==> config.mk <==
export PLATFORM = sky130hd
export DESIGN_NAME = elastic_stage_reg_flat
export DESIGN_NICKNAME = d
export VERILOG_FILES = /design/src/rtl/elastic_stage_reg_if.sv /design/src/rtl/elastic_stage_reg.sv /design/src/flat_wrapper.sv
export SDC_FILE = /design/constraint.sdc
export NUM_CORES = 1
export LEC_CHECK = 0
export BUFFER_PORTS_ARGS = -buffer_cell sky130_fd_sc_hd__buf_4
export CAP_MARGIN = 5
export CORE_MARGIN = 3
export CORE_UTILIZATION = 40
export DETAILED_ROUTE_END_ITERATION = 16
export PLACE_DENSITY = 0.62
export SYNTH_ARGS = -nofsm -noshare
export SYNTH_HDL_FRONTEND = slang
export SYNTH_SLANG_ARGS = --single-unit
==> constraint.sdc <==
create_clock -name clk -period 2.6 [get_ports clk]
set_input_delay 0.26 -clock clk [delete_from_list [all_inputs] [get_ports clk]]
set_output_delay 0.26 -clock clk [all_outputs]
set_load 0.1 [all_outputs]
==> src/rtl/elastic_stage_reg_if.sv <==
// Valid/ready stream bundle carrying a data and a control payload.
// master drives valid/data/ctrl and samples ready; slave is the mirror.
interface elastic_stage_reg_if #(
    parameter int DATA_W = 64,
    parameter int CTRL_W = 8
);
    logic              valid;
    logic              ready;
    logic [DATA_W-1:0] data;
    logic [CTRL_W-1:0] ctrl;

    modport master (
        output valid,
        output data,
        output ctrl,
        input  ready
    );

    modport slave (
        input  valid,
        input  data,
        input  ctrl,
        output ready
    );
endinterface

==> src/rtl/elastic_stage_reg.sv <==
// DEPTH-entry elastic pipeline register (FIFO) between two core stages.
// Ports: clk, rst (sync, active-high), flush; in_if (slave: valid/ready/
// data/ctrl from upstream); out_if (master: head entry to downstream);
// count = current occupancy 0..DEPTH.
module elastic_stage_reg #(
    parameter int  DATA_W = 64,
    parameter int  CTRL_W = 8,
    parameter int  DEPTH  = 2,
    localparam int CNT_W  = $clog2(DEPTH + 1)
) (
    input  logic                clk,
    input  logic                rst,
    input  logic                flush,
    elastic_stage_reg_if.slave  in_if,
    elastic_stage_reg_if.master out_if,
    output logic [CNT_W-1:0]    count
);

    localparam int PTR_W = (DEPTH > 1) ? $clog2(DEPTH) : 1;
    localparam logic [CNT_W-1:0] FULL = CNT_W'(DEPTH);
    localparam logic [PTR_W-1:0] LAST = PTR_W'(DEPTH - 1);

    logic [DATA_W-1:0] data_q [DEPTH];
    logic [CTRL_W-1:0] ctrl_q [DEPTH];

    logic [CNT_W-1:0] count_q, count_d;
    logic [PTR_W-1:0] rd_ptr_q, rd_ptr_d;
    logic [PTR_W-1:0] wr_ptr_q, wr_ptr_d;

    logic push;
    logic pop;
    logic wr_en;

    // Readiness looks only at registered occupancy, so a full buffer
    // refuses a push even when the head is popped in the same cycle.
    assign in_if.ready  = (count_q != FULL);
    assign out_if.valid = (count_q != '0);

    // Invalid slots present a bubble: payload forced to zero.
    assign out_if.data = out_if.valid ? data_q[rd_ptr_q] : '0;
    assign out_if.ctrl = out_if.valid ? ctrl_q[rd_ptr_q] : '0;

    assign count = count_q;

    assign push  = in_if.valid & in_if.ready;
    assign pop   = out_if.valid & out_if.ready;
    assign wr_en = push & ~flush;

    always_comb begin
        count_d  = count_q;
        rd_ptr_d = rd_ptr_q;
        wr_ptr_d = wr_ptr_q;
        if (flush) begin
            count_d  = '0;
            rd_ptr_d = '0;
            wr_ptr_d = '0;
        end else begin
            if (push) begin
                wr_ptr_d = (wr_ptr_q == LAST) ? '0 : wr_ptr_q + PTR_W'(1);
            end
            if (pop) begin
                rd_ptr_d = (rd_ptr_q == LAST) ? '0 : rd_ptr_q + PTR_W'(1);
            end
            unique case ({push, pop})
                2'b10:   count_d = count_q + CNT_W'(1);
                2'b01:   count_d = count_q - CNT_W'(1);
                default: count_d = count_q;
            endcase
        end
    end

    always_ff @(posedge clk) begin
        if (rst) begin
            count_q  <= '0;
            rd_ptr_q <= '0;
            wr_ptr_q <= '0;
            for (int i = 0; i < DEPTH; i++) begin
                data_q[i] <= '0;
                ctrl_q[i] <= '0;
            end
        end else begin
            count_q  <= count_d;
            rd_ptr_q <= rd_ptr_d;
            wr_ptr_q <= wr_ptr_d;
            // Storage survives a flush; out_valid=0 hides stale entries.
            if (wr_en) begin
                data_q[wr_ptr_q] <= in_if.data;
                ctrl_q[wr_ptr_q] <= in_if.ctrl;
            end
        end
    end

endmodule

==> src/flat_wrapper.sv <==
// flat-port wrapper written by rule: the top's interface ports become plain ports
module elastic_stage_reg_flat 
#(
    parameter int  DATA_W = 64,
    parameter int  CTRL_W = 8,
    parameter int  DEPTH  = 2,
    localparam int CNT_W  = $clog2(DEPTH + 1)
)
  (clk, rst, flush, count, in_if_valid, in_if_data, in_if_ctrl, in_if_ready, out_if_valid, out_if_data, out_if_ctrl, out_if_ready);
  elastic_stage_reg_if #(.DATA_W(DATA_W), .CTRL_W(CTRL_W)) in_if_i ();
  elastic_stage_reg_if #(.DATA_W(DATA_W), .CTRL_W(CTRL_W)) out_if_i ();
  input  logic clk;
  input  logic rst;
  input  logic flush;
  output logic [CNT_W-1:0] count;
  input wire logic [$bits(in_if_i.valid)-1:0] in_if_valid;
  input wire logic [$bits(in_if_i.data)-1:0] in_if_data;
  input wire logic [$bits(in_if_i.ctrl)-1:0] in_if_ctrl;
  output wire logic [$bits(in_if_i.ready)-1:0] in_if_ready;
  output wire logic [$bits(out_if_i.valid)-1:0] out_if_valid;
  output wire logic [$bits(out_if_i.data)-1:0] out_if_data;
  output wire logic [$bits(out_if_i.ctrl)-1:0] out_if_ctrl;
  input wire logic [$bits(out_if_i.ready)-1:0] out_if_ready;
  assign in_if_i.valid = in_if_valid;
  assign in_if_i.data = in_if_data;
  assign in_if_i.ctrl = in_if_ctrl;
  assign in_if_ready = in_if_i.ready;
  assign out_if_valid = out_if_i.valid;
  assign out_if_data = out_if_i.data;
  assign out_if_ctrl = out_if_i.ctrl;
  assign out_if_i.ready = out_if_ready;
  elastic_stage_reg #(.DATA_W(DATA_W), .CTRL_W(CTRL_W), .DEPTH(DEPTH)) u_core (.clk(clk), .rst(rst), .flush(flush), .in_if(in_if_i), .out_if(out_if_i), .count(count));
endmodule
; ---- Yosys cells after proc, flatten, opt, wreduce, memory -nomap -nowiden
; Memories as Yosys holds them, arrays and structs flattened. A register that Yosys moved wholly into a read port is not among the register bits.
; Index checks and enable logic that the tools add are counted.
[classes]
addsub = 4
n_mul = 0
div = 0
order_cmp = 0
n_eq_ne = 3
n_shift = 0
muxes = 20
n_bitwise = 4
n_reduce_logical = 5
[op_table]
columns = operator, n
row1 = $mux W64, 2
row2 = $reduce_or A64 Y1, 1
row3 = $mux W8, 2
row4 = $mux W1, 15
row5 = $reduce_or A8 Y1, 1
row6 = $pmux W2 S2, 1
row7 = $reduce_bool A2 Y1, 2
row8 = $and A1 B1 Y1, 3
row9 = $add A1 B1 Y1 const B, 2
row10 = $add A2 B1 Y2 const B, 1
row11 = $eq A2 B1 Y1 const B, 1
row12 = $eq A2 B2 Y1 const B, 1
row13 = $ne A2 B2 Y1 const B, 1
row14 = $reduce_or A2 Y1, 1
row15 = $sub A2 B1 Y2 const B, 1
row16 = $not A1 Y1, 1
[word_totals]
reg_bits = 4
latch_bits = 0
mem_bits_rw = 144
rom_bits = 0
input_bits = 77
out_inout_bits = 76
wordCells = 41
n_memories = 2
[memory_table]
columns = name, words, word_bits, rd, rd_clocked_by_memory_dff, wr, line
row1 = u_core.data_q, 2, 64, 1, 1, 2, elastic_stage_reg.sv:23  ; logic [DATA_W-1:0] data_q [DEPTH];
row2 = u_core.ctrl_q, 2, 8, 1, 1, 2, elastic_stage_reg.sv:24  ; logic [CTRL_W-1:0] ctrl_q [DEPTH];

; ---- Longest topological paths before layout
; Gate-level depths: netlist (run 1).
[depth]
ltp_word = 8
depth_mapped = 7

; ---- Worst setup path after synthesis (run 1)
; No wires, ideal clock.
[synth_timing]
path_kind = flip-flop to output port
start = register u_core.count_q[0] (netlist: u_core.count[0])
end = output port out_if_ctrl[0]
t_arrival_ns = 2.892
t_required_ns = 2.340
setup_slack_ns = -0.552
path_stages_with_launch = 4
path_cell_list = dfxtp_1 > nor2_1 > clkbuf_1 > nor2_1
[synth_via]
elab_chain_cells = 2
[synth_rtl]
columns = item, line
row1 = from (decl), elastic_stage_reg.sv:26  ; logic [CNT_W-1:0] count_q, count_d;
row2 = from (signal assigned), elastic_stage_reg.sv:82  ; count_q <= count_d;
row3 = $reduce_bool A2 Y1, elastic_stage_reg.sv:37  ; assign out_if.valid = (count_q != '0);
row4 = $mux W8, elastic_stage_reg.sv:41  ; assign out_if.ctrl = out_if.valid ? ctrl_q[rd_ptr_q] : '0;
row5 = to (decl), flat_wrapper.sv:22  ; output wire logic [$bits(out_if_i.ctrl)-1:0] out_if_ctrl;
; No other way between the ends.

==> results.toml, run 1 <==
[power]
combPwrFrac = 0.154
clkPwrFrac = 0.380
p_leak_uw = 0.00337
p_sw_uw = 1590
seq_power_share = 0.467
powerDensity_nw_per_um2 = 665
power.share.switching = 0.265
ir_worst_vdd_uv = 421
internal-power_uw = 4390

[sta]
relSlewSlack = 0.549
rsz0062_at_grt = "no"
worstMarginPinSlew_ps = 677
skew_ps = 5.00
clock.fmax_mhz = 438
hold_viol = 0
drv_slew = 0
setup_viol = 0
period_minus_slack_ps = 2280
fin_crit_sh = 0.879
tns_ps = 0

[global_routing]
grt-ovfl-total = 0
grt_max_degree = 73
met2_usage = 0.284
antenna_found_initial = 0
grt_use_total = 0.160
gr-usage-met3 = 0.0406
grt-busiest-layer = "met2"
met1_usage = 0.184
grt_pass1_vias = 4335
grt_pass1_wl_um = 22000

[synth]
async_flop_share = 0
ys_types = 20
syn_avg_cell_area_um2 = 13.4
synthCells = 494
synth_common_cells = "and2_1, edfxtp_1, nor2_1, mux2i_1, clkbuf_2"
netlist_area_um2 = 6640
synth-seq-area-share = 0.666
synth_top_area_cell = "edfxtp_1"
synth-edff-count = 144
synth_nets = 572
ys_ff_latch = 149
yosys_warnings = 0
synth_flop_cell = "edfxtp_1"
yosys-top-cells-area = "edfxtp_1, and2_1, mux2i_1"
yosysTopAreaCellShare = 0.651

[worst_setup_path]
crit_family = "flip-flops"
cp-start-kind = "flip-flop"
critical_path.cell_chain = "buf_12 -> mux2i_1 -> nor2_4 -> buf_4"
required_ps = 2340
rrSetupSlack_ps = 790
rr_startpoint = "u_core.count[1]"
cp.buffers_inverters = 2
slowest_delay_ps = 570
worstSetupPathType = "flip-flop to output pin"
crit_fanout = 39
reg2reg_depth = 4
worst-endpoint-arrival_ps = 2020
cp-end-kind = "output pin"
slowest_stage = "dfxtp_4"
reg2reg_to = "u_core.data_q[0][7]"

[placed_design]
gp_congestion = 0.721
port_buffers = 152
dp.cells = 844
dp_hpwl_um = 9310

[floorplanning]
fp.dieH_um = 135
ios = 153
core_um2 = 16100
dieArea_um2 = 18200
start_util = 0.414
dieWidth_um = 135
fp-row-count = 46

[route]
avgRoutedWirePerCell_um = 16.4
drc = 0
via_per_inst = 4.75
drtPass1Iterations = 4
postRouteAntennaNets = 0
postRouteWirelength_um = 14400
drtIter0Drc = 186
num_vias = 4154

[run_status]
status = "completed"

[layout]
areaGrowthSynthToFinish_pct = 35.4
drive_gt1_frac = 0.405
n_antenna_cell = 0
final_cells = 875
fin_nets = 725

[clocking]
cts_max_path_buffers = 2
clk_latency_ps = 410
cts_resized = 0
cts_tree = "built"
clock-sinks = 149
htree_levels = 4
cts_root_buffer = "clkbuf_16"
cts_buffers = 17
holdBufCountCts = 0
postCtsSetupBuffers = 0
clk_pin_slew_ps = 60

[hold_path]
min_to = "u_core.data_q[0][47]"
hold_start = "in_if_data[47]"
min_path_type = "input port to flip-flop"
hold-path-cell-count = 2

[job]
maxCapViolations = 0
==> stage by stage <==
| stage | power (µW) | util | setup WS (ps) | hold slack [ps] | area [µm²] |
|---|---|---|---|---|---|
| 6_report | 5980 | 0.560 | 315 | 125 | 8990 |
| 5_1_grt | 6170 | 0.560 | 222 | 112 | 8990 |
| 4_1_cts | 6030 | 0.560 | 293 | 108 | 8990 |
| 3_5_place_dp | 3770 | 0.526 | 580 | 512 | 8440 |
| 3_3_place_gp | 3760 | 0.526 | 624 | 491 | 8440 |
| 2_1_floorplan | 3490 | - | 84.3 | 458 | 7000 |
==> registers in the layout (all words and copies together) (netlist names), named ones only <==
name / cells
u_core.count: 2
u_core.rd_ptr_q: 1
u_core.wr_ptr_q: 1
u_core.ctrl_q: 16
u_core.data_q: 128
==> power groups by stage <==
stage               sequential (µW)  combinational, µW  clock, µW
finish                         2790                919       2270
global route                   2800                965       2400
CTS                            2790                930       2310
detailed placement             2840                930          0
global placement               2840                921          0
floorplan                      2840                647          0
==> how the worst max path moves through the flow <==
stage,startpoint,endpoint,slack (ps),cells after the start
floorplan,u_core.count[0],out_if_data[54],80,2
finish,flip-flop,out_if_data[52],320,4
global placement,flush,u_core.data_q[0][3],620,5
detailed placement,flush,u_core.data_q[0][3],580,5
global route,flip-flop,out_if_data[52],220,4
CTS,flip-flop,out_if_data[52],290,4
==> final cells by class <==
cell class,count,area (µm²)
Tap cell,216,270
Fill cell,1340,7070
Multi-Input combinational cell,310,2420
Clock buffer,18,429
Sequential cell,149,4430
Inverter,5,18.8
Clock inverter,13,116
Timing Repair Buffer,164,1310
==> layer usage <==
metal	part of all wire	vias up	wire length, µm
li1	-	2005	-
met1	0.40	2018	5790
met2	0.53	111	7590
met3	0.051	20	729
met4	0.017	0	251
met5	0	-	0
==> cells by family (layout without fill, tap and decap cells) <==
logic type / after synthesis / count (layout) / share of synthesized area
DFF: 149 / 149 / 0.666
buffers and inverters: 35 / 200 / 0.0239
AOI/OAI and AO/OA: 5 / 5 / 0.00377
adders and majority gates: 1 / 1 / 0.00188
xor gates and xnor gates: 3 / 3 / 0.00396
muxes: 72 / 72 / 0.109
and+or+nand+nor: 229 / 229 / 0.192
==> placed cells by master (no fill, tap or decap), types with 2 or more instances in the layout <==
cell type	instances
nor4_4	2
nor2_4	36
clkinv_2	3
dfxtp_2	2
dfxtp_1	2
a21oi_1	2
buf_12	6
and2_1	144
nor2_1	6
or2_4	2
inv_1	5
or3_1	2
clkinv_1	5
buf_4	158
clkinvlp_4	3
clkbuf_16	17
nor2_2	34
o21ai_0	3
bufinv_16	2
mux2i_1	72
xor2_1	2
edfxtp_1	144
Note: power is estimated with default switching activity, not from simulation.
==> inputs of run 2 (changes only) <==
--- a/config.mk
+++ b/config.mk
@@ -11,6 +11,7 @@
 export CORE_UTILIZATION = 40
 export DETAILED_ROUTE_END_ITERATION = 16
 export PLACE_DENSITY = 0.62
+export SLEW_MARGIN = 5
 export SYNTH_ARGS = -nofsm -noshare
 export SYNTH_HDL_FRONTEND = slang
 export SYNTH_SLANG_ARGS = --single-unit
==> constraint.sdc (replaced) <==
create_clock -name clk -period 3 [get_ports clk]
set_input_delay 0.3 -clock clk [delete_from_list [all_inputs] [get_ports clk]]
set_output_delay 0.3 -clock clk [all_outputs]
set_load 0.1 [all_outputs]
==> run 2 against run 1 <==
Net effect: power shrank 7.6%; sequential share of layout area grew 1.5 points; clock power is 5% higher; critical path type unchanged; clock skew is 1.2 ps higher; critical path depth is the same; sequential power shrank 13%.
==> results.toml, run 2 (same netlist as run 1, synthesis figures left out) <==
[floorplanning]
ios = 153
fp.dieH_um = 135
dieArea_um2 = 18200
fp-row-count = 46
start_util = 0.414
core_um2 = 16100
dieWidth_um = 135

[global_routing]
grt_max_degree = 73
grt-ovfl-total = 0
grt_pass1_vias = 4309
grt_use_total = 0.157
antenna_found_initial = 0
grt_pass1_wl_um = 21900

[placed_design]
port_buffers = 152
place_area_um2 = 8050
gp_congestion = 0.752
post-place-ws_ps = 761
dp_hpwl_um = 9080

[sta]
rsz0062_at_grt = "no"
hold_viol = 0
skew_ps = 6.17
worstMarginPinSlew_ps = 660
drv_slew = 0
fin_crit_sh = 0.781
relSlewSlack = 0.560
period_minus_slack_ps = 2340
clock.fmax_mhz = 427
setup_viol = 0
tns_ps = 0
layout_setup_ws_ps = 658

[layout]
n_antenna_cell = 0
fin_nets = 724
drive_gt1_frac = 0.298
largest_reg_flops = 128
regMostFlops = "u_core.data_q"
utilization = 0.543
areaGrowthSynthToFinish_pct = 31.2
final_cell_mix = "buf_4, and2_1, edfxtp_1"
final_common_cell = "buf_4"
fin_area_um2 = 8710

[clocking]
holdBufCountCts = 0
postCtsSetupBuffers = 0
htree_levels = 4
cts_tree = "built"
clk_latency_ps = 410
cts_max_path_buffers = 2
cts_buffers = 17
clock-sinks = 149
clk_pin_slew_ps = 60
cts_resized = 0
cts_root_buffer = "clkbuf_16"

[worst_setup_path]
reg2reg_depth = 4
cp-start-kind = "flip-flop"
rrSetupSlack_ps = 940
rr_startpoint = "u_core.count[0]"
worst-endpoint-arrival_ps = 2040
required_ps = 2700
reg2reg_to = "u_core.data_q[0][62]"
cp-end-kind = "output pin"
worstSetupPathType = "flip-flop to output pin"
crit_fanout = 33
endpoint = "out_if_data[55]"

[route]
num_vias = 4061
drc = 0
postRouteAntennaNets = 0
top_layer = "met4"
drtIter0Drc = 237
via_per_inst = 4.65
met1_length_um = 6200
wl_met2_um = 6710
drtPass1Iterations = 5
dr_wl_met3_um = 849
postRouteWirelength_um = 14000
avgRoutedWirePerCell_um = 16.0

[job]
maxCapViolations = 0

[run_status]
status = "completed"

[power]
p_leak_uw = 0.00341
ir_worst_vdd_uv = 385
powerDensity_nw_per_um2 = 634
power_uw = 5530

[hold_path]
min_path_type = "input port to flip-flop"
## run 2: cell count changes in the layout (fill, tap and decap cells not counted)
cell        previous run  this run
nor2_1                 6        75
nor2_4                36         1
nor2_2                34         0
bufinv_16              2         7
buf_12                 6         3
clkinv_1               5         2
buf_4                158       160
clkbuf_1               1         3
clkinv_2               3         1
clkinvlp_4             3         1
dfxtp_1                2         4
dfxtp_2                2         0
## run 2: final cells by class
cell class,count,area (µm²)
fillers,1375,7340
flip-flops and latches,149,4430
multi-input cells,310,2070
repair buffers,163,1260
clock buffers,20,437
well taps,216,270
clock inverters,11,230
inverters,5,18.8
## run 2: how the worst min path moves through the flow
stage,from,end,slack (ps),cells after the start
after CTS,in_if_data[5],u_core.data_q[0][5],150,2
final,in_if_ctrl[2],u_core.ctrl_q[0][2],170,2
after global placement,u_core.rd_ptr_q,u_core.rd_ptr_q,480,2
after detailed placement,u_core.rd_ptr_q,flip-flop,500,2
after floorplan,u_core.rd_ptr_q,flip-flop,470,2
after global routing,in_if_data[41],u_core.data_q[0][41],160,2
## run 2: power by group
| part | switching (µW) | internal (µW) |
|---|---|---|
| Sequential | 33.0 | 2390 |
| Clock | 761 | 1630 |
| Combinational | 516 | 199 |
## run 2: layer usage
metal / vias up / GRT usage
met3: 19 / 0.0436
li1: 2002 / -
met2: 124 / 0.254
met4: 0 / 0.0571
met1: 1916 / 0.204
met5: - / 0
## run 2: worst max-delay path, cell delays in order (launching register included)
cell and delay, ps:
dfxtp_4 710, buf_12 330, mux2i_1 110, nor2_1 160, buf_4 320
## run 2: stage by stage
stage / hold WS, ps / std cells
floorplan: 472 / 494
global placement: 484 / 843
detailed placement: 495 / 843
CTS: 147 / 874
global route: 157 / 874
finish: 167 / 874
